<file path="src/rtl/axi_rd_arbiter.sv">
// N-master to 1-slave AXI-lite read-channel arbiter with one outstanding transaction.
// Define ICN_RR_ARB_EN for round-robin arbitration; otherwise the lowest requesting index wins.
module axi_rd_arbiter #(
    parameter int NUM_MST = 2,
    parameter int ADDR_W  = 32,
    parameter int DATA_W  = 32
) (
    input  logic                        clk_i,
    input  logic                        rst_i,
    input  logic [NUM_MST-1:0]          m_ar_valid,
    input  logic [NUM_MST*ADDR_W-1:0]   m_ar_addr,
    output logic [NUM_MST-1:0]          m_ar_ready,
    output logic [NUM_MST-1:0]          m_r_valid,
    output logic [DATA_W-1:0]           m_r_data,
    output logic [1:0]                  m_r_resp,
    input  logic [NUM_MST-1:0]          m_r_ready,
    output logic                        s_ar_valid,
    output logic [ADDR_W-1:0]           s_ar_addr,
    input  logic                        s_ar_ready,
    input  logic                        s_r_valid,
    input  logic [DATA_W-1:0]           s_r_data,
    input  logic [1:0]                  s_r_resp,
    output logic                        s_r_ready
);
    localparam int GNT_W = $clog2(NUM_MST);

    typedef enum logic [1:0] {ST_ARB, ST_ADDR, ST_RESP} state_t;

    state_t            state_q, state_d;
    logic [ADDR_W-1:0] addr_q;
    logic [GNT_W-1:0]  gnt_q;
    logic [GNT_W-1:0]  sel;
    logic              any_req;
    logic              ar_hs;

`ifdef ICN_RR_ARB_EN
    logic [GNT_W-1:0]  last_q;
    logic [GNT_W-1:0]  cand;

    // Walk the search order backwards so the first candidate after last_q overwrites the rest.
    always_comb begin
        sel  = '0;
        cand = '0;
        for (int k = NUM_MST; k >= 1; k--) begin
            cand = GNT_W'((int'(last_q) + k) % NUM_MST);
            if (m_ar_valid[cand]) sel = cand;
        end
    end
`else
    always_comb begin
        sel = '0;
        for (int i = NUM_MST - 1; i >= 0; i--) begin
            if (m_ar_valid[i]) sel = GNT_W'(i);
        end
    end
`endif

    assign any_req = |m_ar_valid;
    // Ready is only ever raised toward a valid master, so being in ARB with a request is the handshake.
    assign ar_hs   = (state_q == ST_ARB) && any_req;

    assign s_ar_addr = addr_q;
    assign m_r_data  = s_r_data;
    assign m_r_resp  = s_r_resp;

    // NOTE: every output of this block gets a default first, so no path can infer a latch.
    always_comb begin
        state_d    = state_q;
        m_ar_ready = '0;
        m_r_valid  = '0;
        s_ar_valid = 1'b0;
        s_r_ready  = 1'b0;
        case (state_q)
            ST_ARB: begin
                if (any_req) begin
                    m_ar_ready[sel] = 1'b1;
                    state_d         = ST_ADDR;
                end
            end
            ST_ADDR: begin
                s_ar_valid = 1'b1;
                if (s_ar_ready) state_d = ST_RESP;
            end
            ST_RESP: begin
                s_r_ready        = m_r_ready[gnt_q];
                m_r_valid[gnt_q] = s_r_valid;
                if (s_r_valid && m_r_ready[gnt_q]) state_d = ST_ARB;
            end
            default: state_d = ST_ARB;
        endcase
    end

    // NOTE: sequential state uses non-blocking assignments so all registers update from pre-edge values.
    always_ff @(posedge clk_i) begin
        if (rst_i) begin
            state_q <= ST_ARB;
            addr_q  <= '0;
            gnt_q   <= '0;
        end else begin
            state_q <= state_d;
            if (ar_hs) begin
                addr_q <= m_ar_addr[int'(sel)*ADDR_W +: ADDR_W];
                gnt_q  <= sel;
            end
        end
    end

`ifdef ICN_RR_ARB_EN
    always_ff @(posedge clk_i) begin
        if (rst_i)      last_q <= GNT_W'(NUM_MST - 1);
        else if (ar_hs) last_q <= sel;
    end
`endif

endmodule

</file>
<file path="config.mk">
export PLATFORM = sky130hd
export DESIGN_NAME = axi_rd_arbiter
export DESIGN_NICKNAME = d
export VERILOG_FILES = /design/src/rtl/axi_rd_arbiter.sv
export SDC_FILE = /design/constraint.sdc
export NUM_CORES = 1
export LEC_CHECK = 0
export BUFFER_PORTS_ARGS = -buffer_cell sky130_fd_sc_hd__buf_4
export CAP_MARGIN = 40
export CORE_MARGIN = 8
export CORE_UTILIZATION = 41
export CTS_BUF_LIST = sky130_fd_sc_hd__clkbuf_4 sky130_fd_sc_hd__clkbuf_8 sky130_fd_sc_hd__clkbuf_16
export DETAILED_ROUTE_END_ITERATION = 8
export HOLD_SLACK_MARGIN = 0.02
export PLACE_DENSITY_LB_ADDON = 0.1
export SETUP_SLACK_MARGIN = 0.05
export SYNTH_ARGS = -nofsm -noshare
export SYNTH_HDL_FRONTEND = slang
export SYNTH_SLANG_ARGS = --single-unit
</file>
<file path="constraint.sdc">
create_clock -name clk_i -period 2.9 [get_ports clk_i]
set_clock_uncertainty 0.05 [all_clocks]
set_input_delay 0.145 -clock clk_i [delete_from_list [all_inputs] [get_ports clk_i]]
set_output_delay 0.145 -clock clk_i [all_outputs]
set_load 0.005 [all_outputs]
</file>
# Word-level counts from Yosys, hierarchy flattened
# Index checks and enable logic that the tools add are counted.
# op_classes
order_cmp	4
n_eq_ne	5
shifts	1
mux	17
n_bitwise	1
reduce_logical	7
# op_table
operator	n
64-bit by 7-bit indexed part select with 32-bit output	1
2-bit 2-to-1 mux	6
1-bit 2-to-1 mux	8
2-bit inequality test, second input constant	3
2-bit one-hot mux with 3 select lines	1
1-bit logical AND	4
1-bit by 2-bit less-than comparator with 1-bit output, second input constant	2
3-bit AND reduction	1
2-bit bitwise AND	1
1-bit demux with 1-bit select	2
2-bit by 1-bit == test with 1-bit output, second input constant	1
2-bit == test, second input constant	1
1-bit >= comparator, second input constant	2
2-bit logical NOT	1
2-bit OR reduction	1
# word_totals
reg_bits	35
input_bits	106
output_inout_bits	72
wordCells	38

# Longest topological paths before layout
# logic_depth
depth_word	8
depth_mapped	6
ltp_nobuf	3

# Worst setup path after synthesis
# OpenSTA, ideal clock, no wires.
# synth_path
path_kind	reg2reg
startpoint	reg state_q[1]
endpoint	reg addr_q[10] (netlist: s_ar_addr[10])
setup_time_ns	0.089
t_arrival_ns	1.166
required_ns	2.761
slack_ns	1.595
stages_incl_launch_ff	5
n_path_buf	1
synth_period_minus_slack_ns	1.305
cell_sequence	dfxtp_1 nor2_2 clkbuf_1 a21oi_1 a311oi_2
# synth_between
elab_chain_cells	2
# synth_rtl
item	line_no	rtl
start: declaration	29	state_t state_q, state_d;
start signal: assignment	100	state_q <= state_d;
2-bit logical NOT	60	assign ar_hs = (state_q == ST_ARB) && any_req;
1-bit logical AND	60	
end signal: assignment	102	addr_q <= m_ar_addr[int'(sel)*ADDR_W +: ADDR_W];
end: declaration	30	logic [ADDR_W-1:0] addr_q;
# No other way between the ends.
# A chain may end at the register's enable or synchronous reset.

# Final worst setup path
# layout_path
startpoint	reg state_q[1]
endpoint	reg addr_q[14] (netlist: s_ar_addr[14])
# Same word-level chain as after synthesis.

==> reports/qor.csv <==
stage,metric,value,unit
placement,PortBufs,109,
power,VDD IR-drop max,0.259,mV
min_path,Min-Delay Startpoint,s_ar_ready,
placement,gpl congestion,0.696,
floorplanning,Die Area,7600,um2
sta,final setup TNS,0,ns
synthesis,average cell area after synthesis,8.54,um2
clock_network,TritonCTS clock tree,yes,
sta,slew of the pin with the lowest slew margin,0.721,ns
clock_network,clock buffer depth,2,
global_routing,largest net degree at the start of global routing,36,
synthesis,"Seq/Total Area, Yosys",33.8,%
synthesis,top-area cell type share of the netlist area,33.8,%
sta,Max Slew Vio Count,0,
clock_network,register clock-pin slew on the reported worst setup and hold paths,0.07,ns
global_routing,GRT overflow,0,
synthesis,Synthesized Nets,349,
clock_network,CTS Buf Count,5,
routing,drt pass-1 iters,4,
routing,Post-Route WL,6.05,mm
floorplanning,I/O pin total,178,
sta,Max-slew headroom,51.9,%
routing,Residual DRC,0,
critical_path,startpoint types,flip-flop,
synthesis,synth unique cells,22,
floorplanning,die width,87.2,um
clock_network,root buffer cell,clkbuf_8,
critical_path,reg2reg start,state_q[1],
clock_network,Hold Buf Count CTS,0,
run_status,status,"finished, final reports clean",
floorplanning,Initial Util,41.4,%
critical_path,Crit Path Max Fanout,32,
floorplanning,Die H,87.2,um
synthesis,Synth area leader,dfxtp_1,
routing,DR vias,1850,
clock_network,post_cts resized,0,
synthesis,Yosys Warn Count,0,
global_routing,Tot GR Track Use,15.6,%
finish,fin nets,412,
clock_network,number of setup buffers added after CTS,0,
synthesis,Synth Instances,243,
min_path,min-delay worst type,primary input to flip-flop,
clock_network,# clock sinks,35,
critical_path,CP startpoint,state_q[1],
synthesis,top post-synthesis cells by area,"dfxtp_1, a311oi_2, buf_4",
flow_run,MaxCap Viol Count,0,
finish,area delta synth->final,32.4,%
critical_path,Critical Path RT,2.98,ns
floorplanning,Rows,26,
sta,final hold vios,0,
critical_path,CP Class,flip-flop to flip-flop,
sta,fin crit period,1.94,ns
sta,Setup-failing EPs final,0,
global_routing,first-pass GRT wire length,9.56,mm
global_routing,vias in the first global route,1937,
routing,DR WL/cell,16.0,um
routing,Via-to-Cell Ratio,4.91,
power,P_leak,1.22,nW
placement,dpl ws,0.990,ns
global_routing,antenna violations before repair,0,
sta,final setup margin,0.961,ns
critical_path,CP arrival,2.01,ns
sta,Fin Hold WS,0.0836,ns
sta,Tcrit/Tclk final,66.9,%
floorplanning,Core ar.,5010,um2
power,power density over cell area,493,nW/um2
synthesis,Synth Cell Area,2080,um2
clock_network,later-pin clock latency in the skew report,0.27,ns
sta,RSZ-0062 raised after global routing,no,
routing,initial drt markers,75,
routing,remaining antenna violation count,0,
critical_path,Critical Path End Type,flip-flop,
finish,layout cells sized above 1,50.2,%
synthesis,Yosys reg bits,35,
placement,post-DP HPWL,4.36,mm
sta,fmax,0.516,GHz
finish,Diodes inserted,0,
clock_network,H-tree depth,2,
power by group:
part	leakage (nW)	total (mW)	switching (mW)	internal (mW)
sequential	0.291	0.573	0.0330	0.540
combinational	0.878	0.425	0.199	0.226
clock	0.0491	0.357	0.170	0.187
synthesized netlist by cell type:
cell type and n:
a21oi_1 35, a311oi_1 2, a311oi_2 30, and2_1 1
and2_4 1, and3_1 1, buf_2 3, buf_4 34
buf_6 4, clkbuf_1 16, dfxtp_1 35, inv_1 1
mux2i_1 1, nand2_1 67, nand2b_1 1, nor2_1 1
nor2_2 1, nor2b_1 4, nor3_1 2, o21ai_0 1
or2_0 1, or2b_1 1
cell families (layout without fill, tap and decap cells):
logic type | Yosys count | count (layout) | synth area share [%]
flip-flops | 35 | 35 | 33.8
AND/OR/NAND/NOR | 81 | 81 | 16.3
multiplexers | 1 | 1 | 0.482
buffers and inverters | 58 | 122 | 18.3
AO/OA/AOI/OAI | 68 | 68 | 31.2
stage by stage:
stage / power, mW / cell area [um2] / std cells / util [%]
global placement: 1.01 / 2630 / 368 / 52.5
global route: 1.43 / 2750 / 377 / 54.8
floorplan: 0.853 / 2080 / 243 / -
finish: 1.36 / 2750 / 377 / 54.8
CTS: 1.37 / 2750 / 377 / 54.8
detailed placement: 1.01 / 2660 / 369 / 53.1
critical path: stages, from the launching register on:
cell and delay [ns]:
dfxtp_1 0.34, nor2_2 0.58, and2_4 0.64, a311oi_2 0.18
layout make-up:
cell class | count | area (um2)
clock buffer | 7 | 83.8
inverter | 1 | 3.75
timing repair buffer | 113 | 868
sequential | 35 | 701
tap | 70 | 87.6
fill | 519 | 2260
multi-input combinational | 150 | 998
clock inverter | 1 | 5.00
layer usage:
metal	global-route usage (%)	routed length [um]	part of all wire (%)
met1	18.8	2580	43
met2	24.0	2800	46
met3	7.08	611	10
met4	5.31	56	0.93
met5	0	0	0
sequential cells by signal, summed over array words and instances, names as in the netlist:
signal and count:
gnt_q 1, state_q 2, s_ar_addr 32
cells in the final DEF (no fill, tap or decap), types with 2 or more instances in the layout:
master and count:
a311oi_1 2, a21oi_1 35, dfxtp_1 35, clkbuf_4 2, nor2b_1 3, clkbuf_8 5, buf_4 112, nor3_1 2
a311oi_2 30, nand2_1 67
final timing paths:
check                  end  slack [ns]  cells past startpoint
min reg2reg   s_ar_addr[4]        0.47                      2
max          s_ar_addr[14]        0.96                      3
max reg2reg  s_ar_addr[14]        0.96                      3
min             state_q[1]        0.08                      3
(Power assumes the default switching activity.)
